==> src/rtl/hex_token_parser.sv <==
// ============================================================================
// Module   : hex_token_parser
// Purpose  : Assembles whitespace-delimited ASCII hex tokens into binary values
//            and flags illegal characters and over-long tokens.
// Revision : 1.0 - initial release
// ============================================================================
`default_nettype none

module hex_token_parser #(
  parameter int HEX_NUM = 8
) (
  input  logic                           clk,
  input  logic                           rstn,
  input  logic                           clear,
  input  logic                           in_valid,
  output logic                           in_ready,
  input  logic [7:0]                     in_char,
  output logic                           out_valid,
  input  logic                           out_ready,
  output logic [HEX_NUM*4-1:0]           out_number,
  output logic [$clog2(HEX_NUM+1)-1:0]   out_digits,
  output logic                           out_error,
  output logic [1:0]                     out_err_code
);

  localparam int            W           = HEX_NUM * 4;
  localparam int            CW          = $clog2(HEX_NUM + 1);
  localparam logic [CW-1:0] MAX_CNT     = CW'(HEX_NUM);
  localparam logic [1:0]    ERR_NONE    = 2'b00;
  localparam logic [1:0]    ERR_ILLEGAL = 2'b01;
  localparam logic [1:0]    ERR_OVF     = 2'b10;

  typedef enum logic [1:0] {
    S_IDLE  = 2'd0,
    S_ACCUM = 2'd1,
    S_SKIP  = 2'd2,
    S_OUT   = 2'd3
  } state_t;

  state_t        state_q;
  logic [W-1:0]  value_q;
  logic [CW-1:0] count_q;
  logic [1:0]    err_q;

  logic       is_digit;
  logic       is_sep;
  logic [3:0] digit;
  logic       accept;

  assign in_ready = (state_q != S_OUT);
  assign accept   = in_valid && in_ready;

  // Letters carry their value in the low nibble offset by 9 ('A' = 0x41).
  always_comb begin
    is_digit = 1'b0;
    is_sep   = 1'b0;
    digit    = 4'h0;
    if (in_char >= 8'h30 && in_char <= 8'h39) begin
      is_digit = 1'b1;
      digit    = in_char[3:0];
    end else if ((in_char >= 8'h41 && in_char <= 8'h46) ||
                 (in_char >= 8'h61 && in_char <= 8'h66)) begin
      is_digit = 1'b1;
      digit    = in_char[3:0] + 4'd9;
    end else if (in_char == 8'h20 || in_char == 8'h09 ||
                 in_char == 8'h0D || in_char == 8'h0A) begin
      is_sep = 1'b1;
    end
  end

  always_ff @(posedge clk or negedge rstn) begin
    if (!rstn) begin
      state_q      <= S_IDLE;
      value_q      <= '0;
      count_q      <= '0;
      err_q        <= ERR_NONE;
      out_valid    <= 1'b0;
      out_number   <= '0;
      out_digits   <= '0;
      out_error    <= 1'b0;
      out_err_code <= ERR_NONE;
    end else if (clear) begin
      state_q   <= S_IDLE;
      value_q   <= '0;
      count_q   <= '0;
      err_q     <= ERR_NONE;
      out_valid <= 1'b0;
    end else begin
      case (state_q)
        S_IDLE: begin
          if (accept) begin
            if (is_digit) begin
              value_q <= W'(digit);
              count_q <= CW'(1);
              state_q <= S_ACCUM;
            end else if (!is_sep) begin
              err_q   <= ERR_ILLEGAL;
              state_q <= S_SKIP;
            end
          end
        end
        S_ACCUM: begin
          if (accept) begin
            if (is_digit) begin
              if (count_q == MAX_CNT) begin
                err_q   <= ERR_OVF;
                state_q <= S_SKIP;
              end else begin
                value_q <= (value_q << 4) | W'(digit);
                count_q <= count_q + CW'(1);
              end
            end else if (is_sep) begin
              out_number   <= value_q;
              out_digits   <= count_q;
              out_error    <= 1'b0;
              out_err_code <= ERR_NONE;
              out_valid    <= 1'b1;
              state_q      <= S_OUT;
            end else begin
              err_q   <= ERR_ILLEGAL;
              state_q <= S_SKIP;
            end
          end
        end
        S_SKIP: begin
          // Only the first error of a token is reported; later ones are swallowed.
          if (accept && is_sep) begin
            out_number   <= '0;
            out_digits   <= '0;
            out_error    <= 1'b1;
            out_err_code <= err_q;
            out_valid    <= 1'b1;
            state_q      <= S_OUT;
          end
        end
        S_OUT: begin
          if (out_ready) begin
            out_valid <= 1'b0;
            value_q   <= '0;
            count_q   <= '0;
            err_q     <= ERR_NONE;
            state_q   <= S_IDLE;
          end
        end
        default: state_q <= S_IDLE;
      endcase
    end
  end

endmodule

`default_nettype wire

==> config.mk <==
export PLATFORM = sky130hd
export DESIGN_NAME = hex_token_parser
export DESIGN_NICKNAME = d
export VERILOG_FILES = /design/src/rtl/hex_token_parser.sv
export SDC_FILE = /design/constraint.sdc
export NUM_CORES = 1
export LEC_CHECK = 0
export ABC_AREA = 1
export BUFFER_PORTS_ARGS = -buffer_cell sky130_fd_sc_hd__buf_2
export CAP_MARGIN = 5
export CORE_ASPECT_RATIO = 1.4
export CORE_MARGIN = 3
export CORE_UTILIZATION = 40
export DETAILED_ROUTE_END_ITERATION = 7
export SLEW_MARGIN = 20
export SYNTH_ARGS = -nofsm -noshare
export SYNTH_HDL_FRONTEND = slang
export SYNTH_SLANG_ARGS = --single-unit
==> constraint.sdc <==
create_clock -name clk -period 1.8 [get_ports clk]
set_clock_uncertainty 0.15 [all_clocks]
set_input_delay 0.36 -clock clk [delete_from_list [all_inputs] [get_ports clk]]
set_output_delay 0.36 -clock clk [all_outputs]
set_load 0.05 [all_outputs]
# ---- Word-level counts from Yosys, hierarchy flattened
# Index checks and enable logic that the tools add are counted.
dict set report word_totals {
  reg_bits 80
  inputBits 13
}
dict set report op_classes {
  magnitude_cmp 6
  n_reduce_logical 18
  n_eq_ne 25
  muxes 67
  bitwise 2
  add_sub_neg 2
}
# op n
set ops {}
lappend ops {{$mux W32} 11}
lappend ops {{$pmux W32 S3} 1}
lappend ops {{$pmux W32 S2} 1}
lappend ops {{$mux W4} 13}
lappend ops {{$mux W2} 19}
lappend ops {{$or A32 B4 Y32} 1}
lappend ops {{$ne A3 B3 Y1 const B} 10}
lappend ops {{$eq A8 B4 Y1 const B} 3}
lappend ops {{$reduce_and A6 Y1} 4}
lappend ops {{$ge A8 B7 Y1 const B} 2}
lappend ops {{$le A8 B7 Y1 const B} 2}
lappend ops {{$mux W1} 15}
lappend ops {{$pmux W4 S3} 1}
lappend ops {{$ne A2 B2 Y1 const B} 5}
lappend ops {{$eq A8 B6 Y1 const B} 1}
lappend ops {{$ge A8 B6 Y1 const B} 1}
lappend ops {{$le A8 B6 Y1 const B} 1}
lappend ops {{$ne A4 B4 Y1 const B} 2}
lappend ops {{$pmux W2 S4} 1}
lappend ops {{$pmux W4 S2} 1}
lappend ops {{$reduce_bool A4 Y1} 2}
lappend ops {{$reduce_and A7 Y1} 1}
lappend ops {{$pmux W2 S3} 1}
lappend ops {{$logic_and A1 B1 Y1} 5}
lappend ops {{other kinds (12)} 16}

# ---- Depth between registers and ports, before layout
dict set report depth {
  word_depth 12
  ltp_mapped 13
}

# ---- Least setup slack after synthesis
# OpenSTA, ideal clock, no wires.
dict set report synth_path {
  kind {register to register}
  startpoint {register state_q[0]}
  endpoint {register value_q[25]}
  t_arrival_ps 1566
  setup_slack_ps -37
  stages_incl_launch_ff 10
  cell_sequence {dfrtp_1 ha_1 nor2_1 o21ai_2 nor3_2 nand2_2 buf_6 buf_6 nand2_1 o21ai_1}
}
dict set report synth_via {
  elab_chain_cells 4
  word_cells_on_any_way 15
  classes_between {eq/ne (9); mux (2); reduce/logical (4)}
}
# element line
set synth_lines {}
lappend synth_lines {{start: declaration} 40} ;# state_t state_q;
lappend synth_lines {{start signal: assignment} 73} ;# state_q <= S_IDLE;
lappend synth_lines {{start signal: assignment} 83} ;# state_q <= S_IDLE;
lappend synth_lines {{start signal: assignment} 95} ;# state_q <= S_ACCUM;
lappend synth_lines {{$ne A2 B2 Y1} 50} ;# assign in_ready = (state_q != S_OUT);
lappend synth_lines {{$logic_and A1 B1 Y1} 51} ;# assign accept = in_valid && in_ready;
lappend synth_lines {{$ne A3 B3 Y1 (no source line)} n/a}
lappend synth_lines {{$reduce_and A7 Y1 (no source line)} n/a}
lappend synth_lines {{end signal: assignment} 93} ;# value_q <= W'(digit);
lappend synth_lines {{end signal: assignment} 109} ;# value_q <= (value_q << 4) | W'(digit);
lappend synth_lines {{end: declaration} 41} ;# logic [W-1:0] value_q;
# Parallel ways exist; a longest one is shown, timed or not.
# A chain may end at the register's enable or synchronous reset.

# ---- Worst setup path after layout
dict set report layout_path {
  startpoint {register state_q[1]}
  endpoint {register value_q[10]}
}
# Same word-level chain as after synthesis.

==> results_dict.tcl <==
set metrics [dict create \
    rows 41 \
    netSwitchingPower_mw 2.634 \
    yosysMostFrequentCell "nand2_1" \
    leakage_nw 2.667 \
    ys_types 22 \
    yosysWarnings 0 \
    ir_drop_v 0.0008473 \
    drc 0 \
    regToRegSetupSlack_ns -0.16 \
    min_period_over_period 1.087 \
    die_x_microns 88.13 \
    via_per_inst 4.999 \
    ys_ff_latch 80 \
    cp_max_fo 6 \
    grt_start_max_net_pins 37 \
    finalSetupViolations 76 \
    yosysTopAreaCell "dfrtp_1" \
    async_reset_ff_frac 1.000 \
    min_from "in_char[3]" \
    reg2reg_to "value_q[10]" \
    power.density_nw_per_um2 1319 \
    netlist_instances 459 \
    syn_avg_cell_area_sq_um 8.230 \
    ys_top_cells_by_count "181 x nand2_1, 80 x dfrtp_1, 48 x o21ai_1, 25 x o21ai_0, 24 x nor2_1" \
    grt_pass1_wl_microns 14410 \
    grt_usage 0.1723 \
    critPathArrivalTime_ns 2.02 \
    clkPwrFrac 0.243 \
    clock_latency_ns 0.33 \
    routed_wl_microns 9711 \
    p_int_mw 4.486 \
    reg2reg_from "state_q[1]" \
    cp.required_ns 1.86 \
    io_pins 54 \
    cts_root_buf "clkbuf_16" \
    hold_depth 5 \
    synthDominantCellAreaShare 0.5300 \
    timing.max_cap.violations 0 \
    fin_cells 675 \
    finalSetupTns_ns -8.958 \
    drt_first_iter_violations 143 \
    hold_ws_ns 0.2400 \
    violations "negative setup slack" \
    die_h_microns 121.0 \
    drtAntennaViolNets 0 \
    ctsLongestPathBuffers 2 \
    antenna_found_initial 0 \
    num_vias 3374 \
    synth_area_sq_um 3777 \
    cts_sinks 80 \
    setup.worst_path.start_class "flip-flop" \
    synth_area_leaders "dfrtp_1 53%, nand2_1 18%, o21ai_1 6.4%" \
    crit_type "flip-flop to flip-flop" \
    holdPathEnd "value_q[3]" \
    cts_htree_levels 3 \
    drv_slew 0 \
    coreArea_sq_um 9131 \
    max_freq_ghz 0.5113 \
    status "complete, but fails checks" \
    syn_to_final_growth_pct 42.90 \
    slew_headroom 0.7507 \
    dpl.hpwl_microns 5825 \
    hold_class "primary input to flip-flop" \
    syn_nets 482 \
    combPwrFrac 0.477 \
    nets 586 \
    sw_frac_of_total 0.3700 \
    total_power_mw 7.120 \
    hold_viol 0 \
    setup_ws_ns -0.1559 \
    ys.flop_type "dfrtp_1" \
    drive_above_1_share 0.3627 \
    dr.pass1.iters 4 \
    worst_pin_slew_ns 0.3736 \
    synth-edff-count 0 \
    rsz0062_at_grt "true" \
    start_util 0.4137 \
    grt_overflow_total 0 \
    cts_made_buffers 9 \
    sequentialPowerShare 0.280 \
    post_drt_wl_per_cell_microns 14.39 \
    r2r_cells 12 \
    antenna_cells 0 \
    dp_cells 630 \
    clkTransAtPathRegs_ns 0.06 \
    grt_pass1_vias 3121 \
    cts_tree "yes" \
    end_kind "flip-flop" \
    fin_crit_ns 1.956 \
    place.gp.congestion 0.8841 \
    numPortBuffers 53 \
    dieArea_sq_um 10660 \
    ys_seq_area_frac 0.5300 \
]
-- worst max path at each step --
stage / startpoint / to / slack (ns) / depth (start not counted)
floorplan: state_q[1] / value_q[25] / 0.004 / 11
CTS: state_q[1] / value_q[26] / -0.12 / 10
global placement: in_char[1] / out_err_code[0] / -0.15 / 13
finish: state_q[1] / value_q[10] / -0.16 / 12
global route: state_q[1] / value_q[10] / -0.27 / 12
detailed placement: in_char[1] / out_err_code[0] / -0.21 / 13
-- cell usage in the layout (no fill, tap or decap), types with 2 or more instances in the layout --
cell type,instances
ha_1,6
o21ai_2,19
nor2_2,2
buf_4,34
buf_12,8
clkbuf_8,3
nor2_1,20
clkbuf_16,18
inv_2,7
inv_1,18
a21oi_1,8
dfrtp_1,79
nand4_1,4
clkbuf_1,2
o21ai_1,40
nor2_4,3
buf_6,8
inv_4,2
nand2_2,26
o21ai_0,19
buf_2,51
nand2_4,11
xor2_1,3
nand3_1,13
nand2_1,147
ha_4,3
-- per-stage QoR --
step	util	instance area [sq um]	worst slack (ns)
floorplan	-	3780	0.004338
global placement	0.4766	4352	-0.1510
detailed placement	0.4766	4352	-0.2147
CTS	0.5273	4815	-0.1247
global route	0.5911	5398	-0.2741
finish	0.5911	5398	-0.1559
-- what timing repair did --
| item | CTS | global route |
|---|---|---|
| pin swaps | 1 | 8 |
| setup endpoints to repair | 81 | 80 |
| hold endpoints to repair | 19 | 0 |
| setup buffers | 3 | 8 |
| gates cloned | 2 | 16 |
| hold buffers | 1 | 0 |
| gates resized for setup | 19 | 78 |
-- layer usage --
| layer | vias up | share of wire | GRT usage |
|---|---|---|---|
| met1 | 1624 | 0.42 | 0.2225 |
| met4 | 0 | 0.012 | 0.05860 |
| met5 | - | 0 | 0 |
| met2 | 62 | 0.53 | 0.2792 |
| li1 | 1680 | - | - |
| met3 | 8 | 0.036 | 0.04416 |
-- final cells by class --
class                           instances  area, sq um
Fill cell                             810         3734
Multi-Input combinational cell        332         1829
Clock buffer                           14        274.0
Tap cell                              107        133.9
Sequential cell                        80         2003
Inverter                               27        106.4
Clock inverter                          2        12.51
Timing Repair Buffer                  113         1039
-- worst max-delay path, stage by stage, from the launching register on --
cell and delay [ns]:
dfrtp_1 0.41, inv_2 0.09, ha_4 0.19, inv_4 0.06, nor2_4 0.04, inv_2 0.06
o21ai_2 0.06, nor3_2 0.25, nand2_4 0.09, buf_12 0.15, clkbuf_16 0.16, nand2_2 0.05
o21ai_1 0.06
-- power by group through the flow --
stage,registers [mW],logic [mW],clock network [mW]
global placement,2.01,1.97,0
CTS,1.99,2.36,1.77
floorplan,2.25,1.12,0
finish,1.99,3.39,1.73
detailed placement,2.02,1.97,0
global route,2.01,3.64,1.86
-- state kept, by name (all words and copies together), names as in the netlist --
name          flops
count_q           4
err_q             2
value_q          32
out_number       32
out_valid         1
out_err_code      2
state_q           2
out_digits        4
out_error         1
-- cells by family (layout without fill, tap and decap cells) --
family / count (synthesis) / count (layout) / share of synthesized area
buffers and inverters: 48 / 156 / 0.06592
adders and majority gates: 10 / 10 / 0.03312
AOI/OAI and AO/OA: 87 / 87 / 0.1212
xor gates and xnor gates: 3 / 3 / 0.006957
and+or+nand+nor: 231 / 232 / 0.2428
DFF: 80 / 80 / 0.5300
No activity file was read; power rests on OpenSTA's default activity.
